===== src/rtl/pq_client.sv =====
// pq_client: valid/ready issue controller for a register-array max priority queue with settle and flush
module pq_client #(
    parameter int QUEUE_SIZE    = 4,
    parameter int DATA_WIDTH    = 16,
    parameter int SETTLE_CYCLES = QUEUE_SIZE / 2
) (
    input  logic                            CLK,
    input  logic                            RST,
    input  logic                            s_valid,
    output logic                            s_ready,
    input  logic [DATA_WIDTH-1:0]           s_data,
    output logic                            m_valid,
    input  logic                            m_ready,
    output logic [DATA_WIDTH-1:0]           m_data,
    input  logic                            i_flush,
    output logic                            o_busy,
    output logic [$clog2(QUEUE_SIZE+1)-1:0] o_flushed,
    output logic                            q_wrt,
    output logic                            q_read,
    output logic [DATA_WIDTH-1:0]           q_data,
    input  logic                            q_full,
    input  logic                            q_empty,
    input  logic [DATA_WIDTH-1:0]           q_top
);
    localparam int CW = SETTLE_CYCLES > 0 ? $clog2(SETTLE_CYCLES + 1) : 1;
    localparam int FW = $clog2(QUEUE_SIZE + 1);
    localparam logic [CW-1:0] SETTLE = CW'(SETTLE_CYCLES);
    localparam bit HAS_WAIT = SETTLE_CYCLES > 0;

    typedef enum logic [1:0] {IDLE, WAIT, FLUSH} state_t;

    state_t        state, state_n;
    logic [CW-1:0] cnt, cnt_n;
    logic [FW-1:0] flushed_n;

    always_ff @(posedge CLK) begin
        if (RST) begin
            state     <= IDLE;
            cnt       <= '0;
            o_flushed <= '0;
        end else begin
            state     <= state_n;
            cnt       <= cnt_n;
            o_flushed <= flushed_n;
        end
    end

    always_comb begin
        state_n   = state;
        cnt_n     = cnt;
        flushed_n = o_flushed;
        s_ready   = 1'b0;
        m_valid   = 1'b0;
        q_wrt     = 1'b0;
        q_read    = 1'b0;
        case (state)
            IDLE: begin
                if (i_flush) begin
                    flushed_n = '0;
                    state_n   = FLUSH;
                end else begin
                    m_valid = !q_empty;
                    s_ready = !q_full || (m_valid && m_ready);
                    q_wrt   = s_valid && s_ready;
                    q_read  = m_valid && m_ready;
                    if ((q_wrt || q_read) && HAS_WAIT) begin
                        cnt_n   = SETTLE;
                        state_n = WAIT;
                    end
                end
            end
            WAIT: begin
                cnt_n   = cnt - CW'(1);
                state_n = cnt <= CW'(1) ? IDLE : WAIT;
            end
            FLUSH: begin
                q_read = !q_empty;
                if (!q_empty) begin
                    flushed_n = o_flushed + FW'(1);
                end else begin
                    cnt_n   = SETTLE;
                    state_n = HAS_WAIT ? WAIT : IDLE;
                end
            end
            default: state_n = IDLE;
        endcase
        // the queue is reset by the same event, so nothing may be issued in a reset cycle
        if (RST) begin
            s_ready = 1'b0;
            m_valid = 1'b0;
            q_wrt   = 1'b0;
            q_read  = 1'b0;
        end
    end

    assign o_busy = state != IDLE;
    assign m_data = q_top;
    assign q_data = s_data;
endmodule


===== config.mk =====
export PLATFORM = sky130hd
export DESIGN_NAME = pq_client
export DESIGN_NICKNAME = d
export VERILOG_FILES = /design/src/rtl/pq_client.sv
export SDC_FILE = /design/constraint.sdc
export NUM_CORES = 1
export LEC_CHECK = 0
export ABC_AREA = 1
export CAP_MARGIN = 20
export CORE_ASPECT_RATIO = 0.7
export CORE_MARGIN = 2
export CORE_UTILIZATION = 31
export DETAILED_ROUTE_END_ITERATION = 16
export GPL_ROUTABILITY_DRIVEN = 0
export HOLD_SLACK_MARGIN = 0.1
export PLACE_DENSITY = 0.86
export SYNTH_ARGS = -nofsm -noshare
export SYNTH_HDL_FRONTEND = slang
export SYNTH_SLANG_ARGS = --single-unit

===== constraint.sdc =====
create_clock -name CLK -period 2.9 [get_ports CLK]
set_input_delay 0.58 -clock CLK [delete_from_list [all_inputs] [get_ports CLK]]
set_output_delay 0.58 -clock CLK [all_outputs]
set_load 0.05 [all_outputs]

[Word level (Yosys, flattened, before mapping)]
Cells that the tools add are included.
Operators by class
  $add $sub $neg: 2
  magnitude comparators: 1
  equal/unequal tests: 8
  multiplexer cells: 24
  reduce and logical (&&, ||, !) cells: 13
Operators with widths (number)
  $mux W1: 12
  $mux W2: 6
  $pmux W2 S3: 2
  $ne A2 B2 Y1 const B: 5
  $mux W3: 2
  $pmux W3 S2: 1
  $reduce_and A4 Y1: 1
  $reduce_bool A2 Y1: 2
  $add A3 B1 Y3 const B: 1
  $ne A3 B3 Y1 const B: 1
  $reduce_and A3 Y1: 1
  $reduce_bool A3 Y1: 1
  $eq A2 B1 Y1 const B: 1
  $eq A2 B2 Y1 const B: 1
  $le A2 B1 Y1 const B: 1
  $logic_and A1 B1 Y1: 2
  $logic_not A1 Y1: 2
  $logic_not A2 Y1: 1
  $logic_or A1 B1 Y1: 2
  $pmux W1 S2: 1
  $reduce_and A2 Y1: 1
  $sub A2 B1 Y2 const B: 1
Storage, ports and cells
  register bits after elaboration: 7
  input port bits: 39
  output and inout port bits: 40
  word-level logic and storage cells: 51

[Depth between registers and ports, before layout]
Gate-level depths: netlist (run 1).
  word-level depth: 8
  depth in mapped cells: 9
  gate-level depth less buffers: 9

[Least setup slack after synthesis (run 1)]
Ideal clock, no wire load.
  path kind: register to output
  from: register state[0]
  to: output q_wrt
  arrival: 2.218 ns
  data required time: 2.320 ns
  setup slack: 0.102 ns
  stages on the path, launching flop included: 7
  path buffers: 0
  cell sequence: dfxtp_1 inv_1 ha_1 inv_2 nor2_4 nand2_1 nor3b_1
Between the ends
  word-level cells in the longest chain between the ends: 3
RTL lines
  start, declared: line 32  | state_t state, state_n;
  start signal, assigned: line 42  | state <= state_n;
  $logic_not A2 Y1: line 56  | case (state)
  $mux W1: line 56
  $mux W1: line 88  | if (RST) begin
  end, declared: line 18  | output logic q_wrt,
Every way passes these cells.

[Worst setup path in the final report (run 1)]
  from: input RST
  to: output q_wrt
Between the ends
  word-level cells in the longest chain between the ends: 1
RTL lines
  start, declared: line 8  | input logic RST,
  $mux W1: line 88
Every way passes these cells.

==> impl_metrics.toml, run 1 <==
[route]
drt-initial-drc-count = 17
routedWlPerCell_um = 10.7
route.vias.total = 553
finalWirelength_um = 1360
viasPerCell = 4.35
antenna_violating_nets_post_route = 0
first_pass_iters = 4
route.detailed.drc = 0

[status]
outcome = "completed"

[clock_tree]
clock_sink_count = 7
clock_path_buffers = 2
insertion_delay_ns = 0.25
clkTransAtPathRegs_ns = 0.05
cts-htree-levels = 1
postCtsHoldBufs = 0
post-cts-setup-buffers = 0
cts_made_buffers = 3
clk_root_buffer_cell = "clkbuf_4"
post_cts_resize_count = 0
tritoncts_clock_tree = "done"

[critical_path]
worst_ep_required_time_ns = 2.32
ff2ff_path_depth = 7
critPathArrivalTime_ns = 1.91
worstReg2RegStart = "state[0]$_SDFFE_PP0P_"
reg2reg_slack_ns = 1.47
start_kind = "input port"
worstSetupEndpointType = "output pin"
regToRegEndpoint = "cnt[0]$_SDFFE_PP0P_"
critPathKind = "in -> out"
critPathMaxFanout = 6

[power_and_ir_drop]
vdd_drop_max_uv = 278
powerDensity_mw_per_mm2 = 516
leakagePower_nw = 0.349
power_uw = 397

[min_path]
hold_class = "reg -> reg"
worstHoldStart = "o_flushed[2]$_SDFFE_PP0P_"
worst_hold_end = "o_flushed[2]$_SDFFE_PP0P_"
whs_path_depth = 2

[logic_synthesis]
cell_area_after_synthesis_um2 = 762
avgSynthCellArea_um2 = 6.99
syn_inst = 109
synth.lib_cells_used.distinct = 20
ys_ff_latch = 7
ys_warn_count = 0
yosysSeqAreaShare = 0.184
syn_nets = 154

[cells_and_area]
final_net_count = 141
combined_area_of_the_multi_input_logic_cells_um2 = 329
postLayoutCoreUtil = 0.343
regArea_um2 = 140
n_fill_cell = 254
antenna_cells = 0
area_growth_syn_to_layout_pct = 0.821
stdcell_count = 127
layout_cells_sized_above_1 = 0.168

[floorplan]
row_count = 14
chipWidth_um = 63.3
floorplan.die.height_um = 45.5
floorplan.initialDensity = 0.340
coreArea_mm2 = 0.00224
die_area_mm2 = 0.00288
floorplan.io_pins = 79

[grt]
grt_usage = 0.109
first_global_vias = 553
grt_pass1_wl_um = 2420
antenna_found_initial = 0
global_route.overflow_total = 0
grt_start_max_net_pins = 7

[sta]
worst_clock_skew_ns = 0.00282
peak_clock_frequency_supported_by_timing_ghz = 0.401
final_hold_viol_count = 0
timing_worst_slew_pin_value_ns = 0.506
rsz_0062_raised_after_global_routing = "no"
setup_viol = 0
timing.final.crit_share = 0.860
layout_min_cycle_time_ns = 2.49
slew_viol_final = 0
setup-tns-final_ns = 0
slew_margin_rel = 0.662

[place]
placement.io_buffers = 14
dpl.hpwl_um = 1130
dp_cells = 123

[flow_run]
maxCapViolCount = 0
## worst max path at each step
stage	start	cells after the start	slack [ns]	end
final	RST	5	0.41	q_wrt
after floorplan	state[0]$_SDFFE_PP0P_	6	0.10	q_wrt
after global routing	RST	5	0.30	q_wrt
after CTS	RST	5	0.40	q_wrt
after global placement	RST	5	0.45	q_wrt
after detailed placement	RST	5	0.41	q_wrt
## cells in the final DEF, fill, tap and decap left out, drive strengths merged
cell,count
clkdlybuf4s50,10
nand4,1
nand2,16
clkbuf,4
nor3b,1
o21ai,1
a21oi,8
or2,1
nor2,12
nand3,7
ha,6
o22ai,1
inv,14
a21boi,1
buf,4
xor2,1
dfxtp,7
## cell usage after synthesis
library cell	count	share of area
o21ai_0	1	0.0066
nand4_1	1	0.0082
or2_2	1	0.0082
nor2_4	1	0.015
ha_1	6	0.099
nand2_1	15	0.074
dfxtp_1	7	0.18
xor2_1	1	0.011
nand3_2	1	0.013
a21oi_1	6	0.039
a21boi_2	1	0.015
a21oi_2	2	0.023
o22ai_1	1	0.0082
nor3b_1	1	0.0099
buf_4	32	0.32
inv_1	12	0.059
nor2_1	11	0.054
nand3_1	6	0.039
nand2_2	1	0.0082
inv_2	2	0.0099
## where the power goes
part           internal (mW)  switching [mW]
clock network         0.0524          0.0335
registers              0.110          0.0113
logic                 0.0715           0.118
total                  0.234           0.163
## per-stage QoR
stage               setup WS (ns)  instance area [um^2]  hold WS (ns)
detailed placement          0.405                   742         0.492
finish                      0.406                   768         0.503
CTS                         0.405                   768         0.502
global placement            0.449                   742         0.495
floorplan                   0.102                   762         0.466
global route                0.298                   768         0.547
## cell families after synthesis
group                    count (synthesis)  synth area share
flip-flops                               7             0.184
AO/OA/AOI/OAI                           11            0.0920
AND/OR/NAND/NOR                         38             0.230
adder cells (fa/ha/maj)                  6            0.0985
buffers and inverters                   46             0.384
XOR/XNOR                                 1            0.0115
## area by class of cell
type,instances,area share
sequential,7,0.182
timing repair buffer,14,0.235
clock buffer,4,0.0342
inverter,14,0.0684
tap,32,0.0521
multi-input combinational,56,0.428
## registers in the layout, indices dropped and copies added (netlist names)
register,cells
cnt,2
o_flushed,3
state,2
## critical path, cell delays in order
cell             delay, ns
clkdlybuf4s50_1       0.50
inv_1                 0.15
nand2_1               0.12
nor3b_1               0.37
buf_12                0.19
## metal layers
metal,track usage,part of all wire,vias up
met5,0,0,-
li1,-,-,280
met2,0.187,0.46,25
met1,0.122,0.43,244
met3,0.0545,0.099,4
met4,0.0304,0.0044,0
Note: power is estimated with default switching activity, not from simulation.
==> run 2: changes to the inputs <==
--- a/config.mk
+++ b/config.mk
@@ -7,7 +7,6 @@
 export LEC_CHECK = 0
 export ABC_AREA = 1
 export CAP_MARGIN = 20
-export CORE_ASPECT_RATIO = 0.7
 export CORE_MARGIN = 2
 export CORE_UTILIZATION = 31
 export DETAILED_ROUTE_END_ITERATION = 16
==> run 2 against run 1 <==
Net effect:
- clock-buffer cell count unchanged
- cell count is 3.1% lower
- sequential cell count unchanged
- fmax shrank 2.4%
- via count shrank 0.90%
- sequential power about the same
- critical path type unchanged
- largest power group unchanged
==> impl_metrics.toml, run 2 (synthesis gave the netlist of run 1 again) <==
[cells_and_area]
postLayoutCoreUtil = 0.335
largest_reg_flops = 3
layout_top_registers = "o_flushed: 3 flops, cnt: 2 flops, state: 2 flops"
layout_cells_sized_above_1 = 0.168
stdcell_count = 123
regMostFlops = "o_flushed"
leading_cell_type_in_the_layout_fill_and_taps_excluded = "nand2_1"
antenna_cells = 0
final_net_count = 141
area_growth_syn_to_layout_pct = 0.164
layout_common_cells = "nand2_1 (15), inv_1 (12), nor2_1 (11), clkdlybuf4s50_1 (10), dfxtp_1 (7)"
n_fill_cell = 232

[clock_tree]
cts-htree-levels = 1
clk_root_buffer_cell = "clkbuf_4"
clkTransAtPathRegs_ns = 0.05
clock_path_buffers = 2
tritoncts_clock_tree = "done"
insertion_delay_ns = 0.24
postCtsHoldBufs = 0
clock_sink_count = 7
post_cts_resize_count = 0
cts_made_buffers = 3
post-cts-setup-buffers = 0

[critical_path]
worst_ep_required_time_ns = 2.32
ff2ff_path_depth = 7
critPathKind = "in -> out"
critPathArrivalTime_ns = 1.97
worstSetupEndpointType = "output pin"
start_kind = "input port"
critPathMaxFanout = 6

[route]
drt-initial-drc-count = 3
top_signal_layer_used = "met3"
finalWirelength_um = 1260
route.vias.total = 548
met2_length_um = 622
met3RoutedLength_um = 74
viasPerCell = 4.46
routedWlPerCell_um = 10.2
first_pass_iters = 3
antenna_violating_nets_post_route = 0
met1_length_um = 558
route.detailed.drc = 0

[sta]
peak_clock_frequency_supported_by_timing_ghz = 0.391
slew_viol_final = 0
worst_clock_skew_ns = 0.00179
layout_min_cycle_time_ns = 2.55
setup_viol = 0
final_hold_viol_count = 0
worst_hold_slack_ns = 0.496
rsz_0062_raised_after_global_routing = "no"
timing.final.crit_share = 0.881
setup_slack_ns = 0.345
setup-tns-final_ns = 0
slew_margin_rel = 0.665
timing_worst_slew_pin_value_ns = 0.500

[min_path]
hold_class = "reg -> reg"
whs_path_depth = 2

[flow_run]
maxCapViolCount = 0

[grt]
global_route.overflow_total = 0
grt_usage = 0.101
antenna_found_initial = 0
grt_pass1_wl_um = 2170
first_global_vias = 527
grt_start_max_net_pins = 7

[power_and_ir_drop]
powerDensity_mw_per_mm2 = 514
leakagePower_nw = 0.349
vdd_drop_max_uv = 259

[floorplan]
chipWidth_um = 53.6
floorplan.io_pins = 79
floorplan.initialDensity = 0.335
row_count = 17
die_area_mm2 = 0.00287
floorplan.die.height_um = 53.6
coreArea_mm2 = 0.00228

[place]
dp_slack_ns = 0.350
dp_cells = 119
placement.io_buffers = 14
dpl.hpwl_um = 1070

[status]
outcome = "completed"
## run 2: cell counts in the layout (fill, tap and decap cells not counted)
Identical to the previous run, type by type.
## run 2: area by class of cell
cell class,instances,area (um^2),share of cell area
inverters,14,52.6,0.0689
repair buffers,14,180,0.236
well taps,28,35.0,0.0459
multi-input cells,56,329,0.431
clock buffers,4,26.3,0.0344
flip-flops and latches,7,140,0.184
## run 2: power breakdown
group	total, mW	switching (mW)	internal, mW	leakage [nW]
registers	0.121	0.0112	0.110	0.0574
logic	0.189	0.117	0.0719	0.276
clock network	0.0824	0.0303	0.0521	0.0150
total	0.393	0.159	0.234	0.349
## run 2: worst max-delay path, stage by stage
cell	delay [ns]
clkdlybuf4s50_1	0.51
inv_1	0.16
nand2_1	0.12
nor3b_1	0.41
buf_12	0.20
## run 2: final timing paths
check	start	to	slack, ns
setup / recovery	RST	q_wrt	0.35
setup reg to reg	state[0]$_SDFFE_PP0P_	cnt[1]$_SDFFE_PP0P_	1.45
hold reg to reg	o_flushed[2]$_SDFFE_PP0P_	o_flushed[2]$_SDFFE_PP0P_	0.50
hold / removal	o_flushed[2]$_SDFFE_PP0P_	o_flushed[2]$_SDFFE_PP0P_	0.50
## run 2: metal layers
| metal | vias to the layer above | GRT usage |
|---|---|---|
| li1 | 285 | - |
| met1 | 255 | 0.129 |
| met2 | 8 | 0.163 |
| met3 | 0 | 0.0417 |
| met4 | 0 | 0.0171 |
| met5 | - | 0 |
## run 2: metrics by stage
stage               cell area, um^2  total power, mW
floorplan                       762            0.370
global placement                737            0.306
detailed placement              737            0.313
CTS                             763            0.399
global route                    763            0.426
finish                          763            0.393
==> run 3: changes to the inputs <==
--- a/config.mk
+++ b/config.mk
@@ -7,12 +7,14 @@
 export LEC_CHECK = 0
 export ABC_AREA = 1
 export CAP_MARGIN = 20
+export CELL_PAD_IN_SITES_DETAIL_PLACEMENT = 1
+export CELL_PAD_IN_SITES_GLOBAL_PLACEMENT = 2
 export CORE_MARGIN = 2
-export CORE_UTILIZATION = 31
+export CORE_UTILIZATION = 14
 export DETAILED_ROUTE_END_ITERATION = 16
 export GPL_ROUTABILITY_DRIVEN = 0
 export HOLD_SLACK_MARGIN = 0.1
-export PLACE_DENSITY = 0.86
+export PLACE_DENSITY_LB_ADDON = 0.1
 export SYNTH_ARGS = -nofsm -noshare
 export SYNTH_HDL_FRONTEND = slang
 export SYNTH_SLANG_ARGS = --single-unit
==> run 3 against run 2 <==
Net effect:
- sequential share of layout area is 1.7 points lower
- global-route usage is 3.5 points lower
- fmax up 1.7%
- non-clock buffer count rose by 1
- via count rose by 5.5%
- cell area is 10% higher
- sequential power hardly changed
- critical path type unchanged
==> impl_metrics.toml, run 3 (synthesis gave the netlist of run 1 again) <==
[cells_and_area]
final_net_count = 142
layout_top_registers = "o_flushed: 3 flops, cnt: 2 flops, state: 2 flops"
regMostFlops = "o_flushed"
antenna_cells = 0
layout_cells_sized_above_1 = 0.177
largest_reg_flops = 3
layout_common_cells = "nand2_1 (15), inv_1 (12), nor2_1 (11), clkdlybuf4s50_1 (10), dfxtp_1 (7)"
area_growth_syn_to_layout_pct = 10.5
stdcell_count = 166
leading_cell_type_in_the_layout_fill_and_taps_excluded = "nand2_1"

[floorplan]
floorplan.die.height_um = 77.8
row_count = 26
coreArea_mm2 = 0.00517
die_area_mm2 = 0.00605
chipWidth_um = 77.8
floorplan.initialDensity = 0.147
floorplan.io_pins = 79

[sta]
timing.final.crit_share = 0.866
final_hold_viol_count = 0
rsz_0062_raised_after_global_routing = "no"
layout_min_cycle_time_ns = 2.51
slew_margin_rel = 0.667
setup-tns-final_ns = 0
peak_clock_frequency_supported_by_timing_ghz = 0.398
timing_worst_slew_pin_value_ns = 0.498
slew_viol_final = 0
setup_slack_ns = 0.388
setup_viol = 0
worst_clock_skew_ns = 0.00334

[flow_run]
maxCapViolCount = 0

[critical_path]
worstSetupStartpoint = "i_flush"
crit_path_max_incr_delay_ns = 0.48
worstReg2RegStart = "state[0]$_SDFFE_PP0P_"
cpMaxStageDelayCell = "clkdlybuf4s50_1"
worst-path-buf-inv = 2
start_kind = "input port"
worstSetupEndpointType = "output pin"
cp_cell_sequence = "clkdlybuf4s50_1, nor2_4, nand2_1, nor3b_1, buf_12"
critPathMaxFanout = 4
cpLargestDelayFamily = "simple AND/OR/NAND/NOR gates"
worst_ep_required_time_ns = 2.32
critPathArrivalTime_ns = 1.93
critPathKind = "in -> out"

[route]
route.detailed.drc = 0
first_pass_iters = 4
route.vias.total = 578
routedWlPerCell_um = 11.0
antenna_violating_nets_post_route = 0
finalWirelength_um = 1820
drt-initial-drc-count = 10
viasPerCell = 3.48

[clock_tree]
post-cts-setup-buffers = 0
clk_root_buffer_cell = "clkbuf_8"
tritoncts_clock_tree = "done"
clock_path_buffers = 2
post_cts_resize_count = 0
cts-htree-levels = 1
clock_sink_count = 7
cts_made_buffers = 3
clkTransAtPathRegs_ns = 0.04
postCtsHoldBufs = 0
insertion_delay_ns = 0.23

[grt]
grt_usage = 0.0665
first_global_vias = 622
global_route.overflow_total = 0
antenna_found_initial = 0
grt_pass1_wl_um = 3080
grt_start_max_net_pins = 7

[status]
outcome = "completed"

[place]
dp_cells = 162
dp_slack_ns = 0.386
dpl.hpwl_um = 1510
placement.io_buffers = 14

[power_and_ir_drop]
powerDensity_mw_per_mm2 = 552
leakagePower_nw = 0.361
power_uw = 465
vdd_drop_max_uv = 107

[min_path]
worstHoldStart = "o_flushed[1]$_SDFFE_PP0P_"
hold_class = "reg -> reg"
[run 3: changes by cell type in the layout (fill, tap and decap cells not counted), sizes merged]
cell  before  now
buf        4    5
[run 3: through the flow]
step	area [um^2]	hold slack (ns)	utilization
after detailed placement	797	0.478	0.154
after global routing	842	0.526	0.163
final	842	0.482	0.163
after CTS	842	0.486	0.163
after floorplan	762	0.466	-
after global placement	797	0.496	0.154
[run 3: cell type report]
| class | count | area, um^2 |
|---|---|---|
| sequential | 7 | 140 |
| multi-input combinational | 56 | 329 |
| clock buffer | 4 | 45.0 |
| timing repair buffer | 15 | 188 |
| tap | 70 | 87.6 |
| inverter | 14 | 52.6 |
| fill | 609 | 4330 |
[run 3: report_power, final]
part           total, mW  leakage, nW  switching, mW  internal (mW)
Combinational      0.195        0.281          0.122         0.0722
Sequential         0.122       0.0574         0.0120          0.110
Clock              0.148       0.0228         0.0520         0.0960
[run 3: path summary, 6_finish.rpt]
check | slack, ns | depth (start not counted) | to
worst max register to register | 1.36 | 8 | o_flushed[0]$_SDFFE_PP0P_
worst max-delay path | 0.39 | 5 | q_wrt
worst min register to register | 0.48 | 2 | o_flushed[1]$_SDFFE_PP0P_
worst min-delay path | 0.48 | 2 | o_flushed[1]$_SDFFE_PP0P_
[run 3: worst min-delay path, stage by stage, from the launching register on]
cell and delay, ns:
dfxtp_1 0.32, nand2_1 0.06, a21oi_1 0.05
[run 3: metal layers]
metal,wire length (um),vias to the layer above,global-route usage,part of all wire
li1,-,281,-,-
met1,919,262,0.0839,0.51
met2,715,26,0.0940,0.39
met3,137,9,0.0244,0.075
met4,46,0,0.0429,0.025
met5,0,-,0,0
